`src/rtl/alu_op_sequencer_pkg.sv`:
```
// rtl/alu_op_sequencer_pkg.sv - shared opcode/state types and default widths for the ALU op sequencer
package alu_op_sequencer_pkg;

    localparam int DEF_WIDTH   = 32;
    localparam int DEF_SHAMT_W = 5;

    typedef enum logic [2:0] {
        OP_AND  = 3'd0,
        OP_OR   = 3'd1,
        OP_XOR  = 3'd2,
        OP_ADD  = 3'd3,
        OP_SUB  = 3'd4,
        OP_SLL  = 3'd5,
        OP_SRL  = 3'd6,
        OP_RSVD = 3'd7
    } alu_op_t;

    typedef enum logic [1:0] {
        ST_IDLE  = 2'd0,
        ST_EXEC  = 2'd1,
        ST_SHIFT = 2'd2,
        ST_RESP  = 2'd3
    } seq_state_t;

endpackage

```
`src/rtl/alu_op_sequencer_alu_logic_unit.sv`:
```
// rtl/alu_op_sequencer_alu_logic_unit.sv - single-cycle combinational logic/add/sub unit
module alu_logic_unit
    import alu_op_sequencer_pkg::*;
#(
    parameter int WIDTH = DEF_WIDTH
) (
    input  logic [WIDTH-1:0] a_i,
    input  logic [WIDTH-1:0] b_i,
    input  alu_op_t          op_i,
    output logic [WIDTH-1:0] result_o,
    output logic             carry_o
);

    logic [WIDTH:0] sum;

    // SUB is a + ~b + 1, so the top bit doubles as the no-borrow flag.
    always_comb begin
        sum      = '0;
        result_o = '0;
        carry_o  = 1'b0;
        unique case (op_i)
            OP_AND: result_o = a_i & b_i;
            OP_OR:  result_o = a_i | b_i;
            OP_XOR: result_o = a_i ^ b_i;
            OP_ADD: begin
                sum      = {1'b0, a_i} + {1'b0, b_i};
                result_o = sum[WIDTH-1:0];
                carry_o  = sum[WIDTH];
            end
            OP_SUB: begin
                sum      = {1'b0, a_i} + {1'b0, ~b_i} + (WIDTH+1)'(1);
                result_o = sum[WIDTH-1:0];
                carry_o  = sum[WIDTH];
            end
            default: begin
                result_o = '0;
                carry_o  = 1'b0;
            end
        endcase
    end

endmodule

```
`src/rtl/alu_op_sequencer.sv`:
```
// rtl/alu_op_sequencer.sv - one-at-a-time ALU request sequencer with bit-serial shifter
module alu_op_sequencer
    import alu_op_sequencer_pkg::*;
#(
    parameter int WIDTH   = DEF_WIDTH,
    parameter int SHAMT_W = DEF_SHAMT_W
) (
    input  logic             clk,
    input  logic             rst_n,
    input  logic             req_valid,
    output logic             req_ready,
    input  logic [2:0]       req_op,
    input  logic [WIDTH-1:0] req_a,
    input  logic [WIDTH-1:0] req_b,
    output logic             rsp_valid,
    input  logic             rsp_ready,
    output logic [WIDTH-1:0] rsp_result,
    output logic             rsp_zero,
    output logic             rsp_carry,
    output logic             rsp_err
);

    seq_state_t         state_q, state_d;
    alu_op_t            op_q, op_d;
    logic [WIDTH-1:0]   a_q, a_d;
    logic [WIDTH-1:0]   b_q, b_d;
    logic [WIDTH-1:0]   shreg_q, shreg_d;
    logic [SHAMT_W-1:0] cnt_q, cnt_d;
    logic [WIDTH-1:0]   result_q, result_d;
    logic               zero_q, zero_d;
    logic               carry_q, carry_d;
    logic               err_q, err_d;

    logic [WIDTH-1:0]   alu_result;
    logic               alu_carry;
    logic [WIDTH-1:0]   shift_next;
    logic [SHAMT_W-1:0] shamt;

    alu_logic_unit #(
        .WIDTH(WIDTH)
    ) u_alu (
        .a_i      (a_q),
        .b_i      (b_q),
        .op_i     (op_q),
        .result_o (alu_result),
        .carry_o  (alu_carry)
    );

    assign shamt      = b_q[SHAMT_W-1:0];
    assign shift_next = (op_q == OP_SLL) ? {shreg_q[WIDTH-2:0], 1'b0}
                                         : {1'b0, shreg_q[WIDTH-1:1]};

    always_comb begin
        state_d  = state_q;
        op_d     = op_q;
        a_d      = a_q;
        b_d      = b_q;
        shreg_d  = shreg_q;
        cnt_d    = cnt_q;
        result_d = result_q;
        zero_d   = zero_q;
        carry_d  = carry_q;
        err_d    = err_q;
        unique case (state_q)
            ST_IDLE: begin
                if (req_valid) begin
                    op_d    = alu_op_t'(req_op);
                    a_d     = req_a;
                    b_d     = req_b;
                    state_d = ST_EXEC;
                end
            end
            ST_EXEC: begin
                unique case (op_q)
                    OP_SLL, OP_SRL: begin
                        shreg_d = a_q;
                        cnt_d   = shamt;
                        if (shamt == '0) begin
                            result_d = a_q;
                            zero_d   = (a_q == '0);
                            carry_d  = 1'b0;
                            err_d    = 1'b0;
                            state_d  = ST_RESP;
                        end else begin
                            state_d  = ST_SHIFT;
                        end
                    end
                    OP_RSVD: begin
                        result_d = '0;
                        zero_d   = 1'b1;
                        carry_d  = 1'b0;
                        err_d    = 1'b1;
                        state_d  = ST_RESP;
                    end
                    default: begin
                        result_d = alu_result;
                        zero_d   = (alu_result == '0);
                        carry_d  = alu_carry;
                        err_d    = 1'b0;
                        state_d  = ST_RESP;
                    end
                endcase
            end
            ST_SHIFT: begin
                shreg_d = shift_next;
                cnt_d   = cnt_q - SHAMT_W'(1);
                // Last shift step: publish the shifted value directly so RESP follows immediately.
                if (cnt_q == SHAMT_W'(1)) begin
                    result_d = shift_next;
                    zero_d   = (shift_next == '0);
                    carry_d  = 1'b0;
                    err_d    = 1'b0;
                    state_d  = ST_RESP;
                end
            end
            ST_RESP: begin
                if (rsp_ready) begin
                    state_d = ST_IDLE;
                end
            end
            default: state_d = ST_IDLE;
        endcase
    end

    always_ff @(posedge clk) begin
        if (!rst_n) begin
            state_q  <= ST_IDLE;
            op_q     <= OP_AND;
            a_q      <= '0;
            b_q      <= '0;
            shreg_q  <= '0;
            cnt_q    <= '0;
            result_q <= '0;
            zero_q   <= 1'b0;
            carry_q  <= 1'b0;
            err_q    <= 1'b0;
        end else begin
            state_q  <= state_d;
            op_q     <= op_d;
            a_q      <= a_d;
            b_q      <= b_d;
            shreg_q  <= shreg_d;
            cnt_q    <= cnt_d;
            result_q <= result_d;
            zero_q   <= zero_d;
            carry_q  <= carry_d;
            err_q    <= err_d;
        end
    end

    assign req_ready  = (state_q == ST_IDLE);
    assign rsp_valid  = (state_q == ST_RESP);
    assign rsp_result = result_q;
    assign rsp_zero   = zero_q;
    assign rsp_carry  = carry_q;
    assign rsp_err    = err_q;

endmodule

```
`config.mk`:
```
export PLATFORM = sky130hd
export DESIGN_NAME = alu_op_sequencer
export DESIGN_NICKNAME = d
export VERILOG_FILES = /design/src/rtl/alu_op_sequencer_pkg.sv /design/src/rtl/alu_op_sequencer_alu_logic_unit.sv /design/src/rtl/alu_op_sequencer.sv
export SDC_FILE = /design/constraint.sdc
export NUM_CORES = 1
export LEC_CHECK = 0
export ABC_AREA = 1
export CAP_MARGIN = 20
export CORE_UTILIZATION = 55
export DETAILED_ROUTE_END_ITERATION = 8
export GPL_ROUTABILITY_DRIVEN = 0
export PLACE_DENSITY = 0.8
export SYNTH_ARGS = -nofsm -noshare
export SYNTH_HDL_FRONTEND = slang
export SYNTH_SLANG_ARGS = --single-unit
```
`constraint.sdc`:
```
create_clock -name clk -period 5.3 [get_ports clk]
set_clock_uncertainty 0.05 [all_clocks]
set_input_delay 1.06 -clock clk [delete_from_list [all_inputs] [get_ports clk]]
set_output_delay 1.06 -clock clk [all_outputs]
set_load 0.02 [all_outputs]
```
==> results of run 1 <==
worst max-delay path by stage:
| stage | startpoint | endpoint | slack (ns) |
|---|---|---|---|
| global placement | op_q[2]$_SDFFE_PN0P_ | rsp_result[1]$_SDFFE_PN0P_ | 1.77 |
| floorplan | b_q[0]$_SDFFE_PN0P_ | rsp_zero$_SDFFE_PN0P_ | 2.91 |
| finish | op_q[2]$_SDFFE_PN0P_ | rsp_result[21]$_SDFFE_PN0P_ | 1.32 |
| detailed placement | op_q[2]$_SDFFE_PN0P_ | rsp_result[2]$_SDFFE_PN0P_ | 1.59 |
| global route | op_q[2]$_SDFFE_PN0P_ | rsp_result[22]$_SDFFE_PN0P_ | 1.18 |
| CTS | op_q[2]$_SDFFE_PN0P_ | rsp_result[21]$_SDFFE_PN0P_ | 1.53 |
metal layers:
metal	part of all wire (%)	wire length (µm)	vias up	GRT usage, %
met5	0	0	-	0
met3	11	5180	208	6.66
met4	6.7	3090	0	25.4
met2	43	19900	1068	60.7
met1	39	18000	6639	48.8
li1	-	-	6996	-
area by class of cell:
class                           instances  area [µm²]
Tap cell                              280         350
Fill cell                            2119        7980
Clock buffer                           18         439
Sequential cell                       141        2820
Timing Repair Buffer                  112        1100
Multi-Input combinational cell       1556        8030
Inverter                              345        1290
Clock inverter                         14         145
cells by family (layout without fill, tap and decap cells):
| group | Yosys count | count (layout) | synth area share (%) |
|---|---|---|---|
| buf+inv | 448 | 489 | 13.9 |
| mux | 1 | 1 | 0.0795 |
| xor+xnor | 4 | 4 | 0.278 |
| fa+ha+maj | 110 | 110 | 11.0 |
| compound gates | 500 | 500 | 21.3 |
| flops | 141 | 141 | 22.4 |
| simple gates | 941 | 941 | 31.0 |
power breakdown:
part	total (mW)	switching (mW)	internal, mW
registers	1.74	0.326	1.42
clock network	1.25	0.569	0.677
logic	5.12	3.57	1.55
total	8.11	4.47	3.64
metrics by stage:
step,cells,hold slack [ns],utilization [%],setup WS (ns)
floorplan,2145,0.389,-,2.91
global placement,2434,0.402,61.4,1.77
detailed placement,2434,0.409,61.4,1.59
CTS,2466,0.419,64.0,1.53
global route,2466,0.460,64.0,1.18
finish,2466,0.421,64.0,1.32
registers in the layout, summed over array words and instances, names as in the netlist:
name	flops
a_q	32
b_q	32
cnt_q	5
op_q	3
rsp_carry	1
rsp_err	1
rsp_result	32
rsp_zero	1
shreg_q	32
state_q	2
worst reg2reg max path, delay by kind of cell, from the launching register on:
family | cells | cell delay, ns
AOI/OAI and AO/OA | 4 | 1.17
buffers and inverters | 3 | 1.16
and+or+nand+nor | 3 | 1.00
DFF | 1 | 0.48
cells in the final DEF, fill, tap and decap left out, types with 2 or more instances in the layout:
cell type / netlist / routed
a211oi_1: 2 / 2
a21oi_1: 210 / 210
a221oi_1: 14 / 14
a31oi_1: 32 / 32
and2_1: 4 / 4
and3_1: 2 / 2
buf_4: 4 / 5
clkbuf_16: 0 / 17
clkdlybuf4s50_1: 0 / 106
clkinvlp_4: 0 / 2
dfxtp_1: 141 / 141
fa_1: 2 / 2
ha_1: 108 / 108
inv_1: 334 / 333
inv_2: 10 / 11
inv_6: 0 / 6
inv_8: 0 / 3
nand2_1: 513 / 512
nand2_2: 2 / 2
nand2_4: 1 / 2
nand3_1: 155 / 155
nand3b_1: 2 / 2
nand4_1: 28 / 28
nor2_1: 202 / 202
nor3_1: 16 / 16
nor4_1: 11 / 11
o21ai_0: 187 / 187
o21ai_1: 13 / 13
o21bai_1: 7 / 7
o22ai_1: 27 / 27
xor2_1: 3 / 3
==> flow_metrics.env, run 1 <==
export IMPL_outcome="complete, no violations"
export IMPL_insertion_delay_ns=0.46
export IMPL_clock_sinks=141
export IMPL_r2r_cells=10
export IMPL_io_pins=108
export IMPL_min_path_cells=2
export IMPL_synth_common_cells="513 x nand2_1, 334 x inv_1, 210 x a21oi_1"
export IMPL_track_usage_pct=38.7
export IMPL_cts_made_buffers=17
export IMPL_setup_viol=0
export IMPL_fin_nets=2354
export IMPL_r2r_setup_slack_ns=1.32
export IMPL_finalSetupTns_ns=0
export IMPL_grt_max_degree=125
export IMPL_end_kind="flip-flop"
export IMPL_die_w_um=153
export IMPL_timing_critical_path_mode_cell="inv_2"
export IMPL_hp_start="cnt_q[2]$_SDFFE_PN0P_"
export IMPL_final_cell_area_mm2=0.0142
export IMPL_synth_edf_count=0
export IMPL_fp_dieH_um=153
export IMPL_start_util_pct=56.8
export IMPL_cts_resized=0
export IMPL_cp_max_fo=55
export IMPL_synth_nets=2326
export IMPL_fin_crit_ns=3.98
export IMPL_ys_seq_area_share_pct=22.4
export IMPL_min_to="cnt_q[2]$_SDFFE_PN0P_"
export IMPL_cts_tree="done"
export IMPL_power_leakage_nw=6.79
export IMPL_synthMostInstantiatedCell="nand2_1"
export IMPL_critPathArrivalTime_ns=4.25
export IMPL_first_pass_iters=9
export IMPL_wl_per_cell_um=18.7
export IMPL_post_cts_setup_buffers=0
export IMPL_synthFlopType="dfxtp_1"
export IMPL_vias=14911
export IMPL_worstPathCellList="inv_2, nor2_1, nand2_1, inv_2, o41ai_1, nand2_1, a21o_1, inv_2, o21ai_0, a21oi_1"
export IMPL_cp_num_cells=10
export IMPL_diodes=0
export IMPL_placed_area_mm2=0.0136
export IMPL_yosysWarnings=0
export IMPL_synth_area_leaders="dfxtp_1 22%, nand2_1 15%, ha_1 11%, inv_1 10%, a21oi_1 8.3%"
export IMPL_finalHoldViolations=0
export IMPL_hpwl_um=34500
export IMPL_hold_buffers=0
export IMPL_rows=54
export IMPL_total_power_mw=8.11
export IMPL_grt_pass1_wl_um=71200
export IMPL_rsz0062_at_grt="no"
export IMPL_crit_type="reg2reg"
export IMPL_ys_ff_latch=141
export IMPL_cap_violations=0
export IMPL_h_tree_depth=4
export IMPL_worst_path_max_delay_cell="nand2_1"
export IMPL_core_mm2=0.0222
export IMPL_p_per_area_mw_per_mm2=572
export IMPL_io_buffers=107
export IMPL_postRouteAntennaNets=0
export IMPL_gr_total_overflow=0
export IMPL_period_share_pct=75.0
export IMPL_critical_path_buf_inv_count=3
export IMPL_critPathTopFamily="compound AO/OA/AOI/OAI gates"
export IMPL_max_freq_ghz=0.251
export IMPL_route_detailed_drc=0
export IMPL_worstPathRequired_ns=5.57
export IMPL_synth_async_reset_ratio_pct=0
export IMPL_clk_pin_slew_ns=0.08
export IMPL_slew_headroom_pct=23.5
export IMPL_cts_root_buf="clkbuf_16"
export IMPL_slew_viol_final=0
export IMPL_wl_um=46100
export IMPL_drive_gt1_share_pct=2.70
export IMPL_yosysTopAreaCellShare_pct=22.4
export IMPL_worstMarginPinSlew_ns=1.15
export IMPL_ir_worst_vdd_mv=0.302
export IMPL_drtIter0Drc=2081
export IMPL_clockBufferDepth=2
export IMPL_synthToLayoutAreaGrowth_pct=12.6
export IMPL_vias_per_cell=6.05
export IMPL_die_area_mm2=0.0235
export IMPL_crit_path_max_incr_delay_ns=0.66
export IMPL_timing_rr_end="rsp_result[21]$_SDFFE_PN0P_"
export IMPL_grt_pass1_vias=13376
export IMPL_hp_class="reg2reg"
export IMPL_start_kind="flip-flop"
export IMPL_ys_types=45
export IMPL_netlist_instances=2145
export IMPL_grt_antenna_before_repair=1
export IMPL_netlist_area_mm2=0.0126
export IMPL_rr_startpoint="op_q[2]$_SDFFE_PN0P_"
export IMPL_yosysTopAreaCell="dfxtp_1"
export IMPL_avgSynthCellArea_um2=5.87
Power figures use the tool's default switching activity.
==> run 2, diff against run 1 <==
Clock period 5.3 ns to 4.1 ns, I/O delays scaled along.
==> run 2 against run 1 <==
The flow now finishes with violations (DRC). Sequential power rose by 29%. Flip-flop and latch count unchanged. Utilization increased by 0.21 points. Critical path depth stayed put. Sequential share of layout area is 0.065 points lower. Final area grew 0.33%. Maximum frequency grew 9.2%. Global-route usage grew 0.96 points. Worst setup slack lost 0.86 ns.
==> flow_metrics.env, run 2 (synthesized netlist as in run 1, its figures left out) <==
export IMPL_max_freq_ghz=0.275
export IMPL_ir_worst_vdd_mv=0.375
export IMPL_total_power_mw=10.6
export IMPL_placed_area_mm2=0.0137
export IMPL_p_per_area_mw_per_mm2=746
export IMPL_layout_common_cells="512 x nand2_1, 333 x inv_1, 210 x a21oi_1"
export IMPL_slew_viol_final=0
export IMPL_clock_sinks=141
export IMPL_timing_rr_end="rsp_zero$_SDFFE_PN0P_"
export IMPL_die_area_mm2=0.0235
export IMPL_cts_tree="done"
export IMPL_hp_start="cnt_q[2]$_SDFFE_PN0P_"
export IMPL_cts_root_buf="clkbuf_16"
export IMPL_worstMarginPinSlew_ns=0.957
export IMPL_route_detailed_drc=1
export IMPL_grt_pass1_wl_um=73100
export IMPL_setup_viol=0
export IMPL_period_share_pct=88.8
export IMPL_r2r_setup_slack_ns=0.46
export IMPL_synthToLayoutAreaGrowth_pct=13.0
export IMPL_min_to="cnt_q[2]$_SDFFE_PN0P_"
export IMPL_io_pins=108
export IMPL_post_cts_setup_buffers=0
export IMPL_hp_class="reg2reg"
export IMPL_wl_per_cell_um=19.0
export IMPL_rows=54
export IMPL_vias_per_cell=6.05
export IMPL_drt_met1_wl_um=17900
export IMPL_drtIter0Drc=2342
export IMPL_crit_type="reg2reg"
export IMPL_clk_pin_slew_ns=0.07
export IMPL_min_path_cells=2
export IMPL_track_usage_pct=39.7
export IMPL_r2r_cells=10
export IMPL_seqCellArea_mm2=0.00282
export IMPL_start_kind="flip-flop"
export IMPL_core_mm2=0.0222
export IMPL_critPathArrivalTime_ns=3.96
export IMPL_cap_violations=0
export IMPL_io_buffers=107
export IMPL_fp_dieH_um=153
export IMPL_die_w_um=153
export IMPL_final_cell_area_mm2=0.0142
export IMPL_rr_startpoint="op_q[1]$_SDFFE_PN0P_"
export IMPL_hpwl_um=35400
export IMPL_power_leakage_nw=6.82
export IMPL_hold_buffers=0
export IMPL_rsz0062_at_grt="no"
export IMPL_clockBufferDepth=2
export IMPL_failed_checks="DRC"
export IMPL_end_kind="flip-flop"
export IMPL_drive_gt1_share_pct=2.96
export IMPL_h_tree_depth=4
export IMPL_postRouteAntennaNets=0
export IMPL_grt_max_degree=93
export IMPL_vias=14958
export IMPL_worstPathRequired_ns=4.42
export IMPL_fill_cells=2105
export IMPL_fin_nets=2361
export IMPL_finalHoldViolations=0
export IMPL_first_pass_iters=9
export IMPL_insertion_delay_ns=0.45
export IMPL_top_layer="met4"
export IMPL_finalSetupTns_ns=0
export IMPL_grt_antenna_before_repair=0
export IMPL_multi_input_area_mm2=0.00803
export IMPL_fin_crit_ns=3.64
export IMPL_gr_total_overflow=0
export IMPL_slew_headroom_pct=36.1
export IMPL_start_util_pct=56.8
export IMPL_grt_pass1_vias=13586
export IMPL_cp_max_fo=46
export IMPL_cts_resized=0
export IMPL_fin_hold_ws_ns=0.420
export IMPL_mostFrequentLayoutCell="nand2_1"
export IMPL_diodes=0
export IMPL_wl_um=47000
export IMPL_outcome="complete, but fails checks"
export IMPL_cts_made_buffers=17
export IMPL_route_met2_wl_um=20300
export IMPL_dr_wl_met3_um=5390
==> run 2: how the worst max path moves through the flow <==
stage                         startpoint  slack (ns)                       end  depth (start not counted)
floorplan            b_q[0]$_SDFFE_PN0P_        1.71     rsp_zero$_SDFFE_PN0P_                         22
global placement    op_q[1]$_SDFFE_PN0P_        0.78  shreg_q[12]$_SDFFE_PN0P_                          8
detailed placement  op_q[1]$_SDFFE_PN0P_        0.73     rsp_zero$_SDFFE_PN0P_                         10
CTS                 op_q[1]$_SDFFE_PN0P_        0.66     rsp_zero$_SDFFE_PN0P_                         10
global route        op_q[1]$_SDFFE_PN0P_        0.28     rsp_zero$_SDFFE_PN0P_                         10
finish              op_q[1]$_SDFFE_PN0P_        0.46     rsp_zero$_SDFFE_PN0P_                         10
==> run 2: stage by stage <==
stage               util, %  std cells  worst slack, ns
CTS                    64.2       2473            0.663
global route           64.2       2473            0.282
detailed placement     61.6       2441            0.730
global placement       61.6       2441            0.775
finish                 64.2       2473            0.459
floorplan                 -       2145             1.71
==> run 2: area by class of cell <==
class | instances | area share (%)
inverter | 345 | 9.10
timing repair buffer | 119 | 8.12
multi-input combinational | 1556 | 56.4
sequential | 141 | 19.8
clock inverter | 14 | 1.05
clock buffer | 18 | 3.02
tap | 280 | 2.46
==> run 2: worst max-delay path, stage by stage (launching register included) <==
cell     delay, ns
dfxtp_1       0.57
nor2_1        0.15
nand2_2       0.59
inv_2         0.33
o21ai_0       0.33
nand4_1       0.21
nor4_1        0.80
nand4_1       0.24
nand2_1       0.16
nor2_1        0.07
nor2_1        0.07
==> run 2: layer usage <==
metal | track usage, % | vias up
li1 | - | 7038
met1 | 50.4 | 6595
met2 | 61.2 | 1112
met3 | 6.78 | 213
met4 | 27.3 | 0
met5 | 0 | -
==> run 2: power by group <==
group | leakage, nW | internal [mW] | total (mW) | switching, mW
clock network | 0.278 | 0.859 | 1.57 | 0.711
registers | 1.16 | 1.83 | 2.24 | 0.411
logic | 5.38 | 2.03 | 6.81 | 4.77
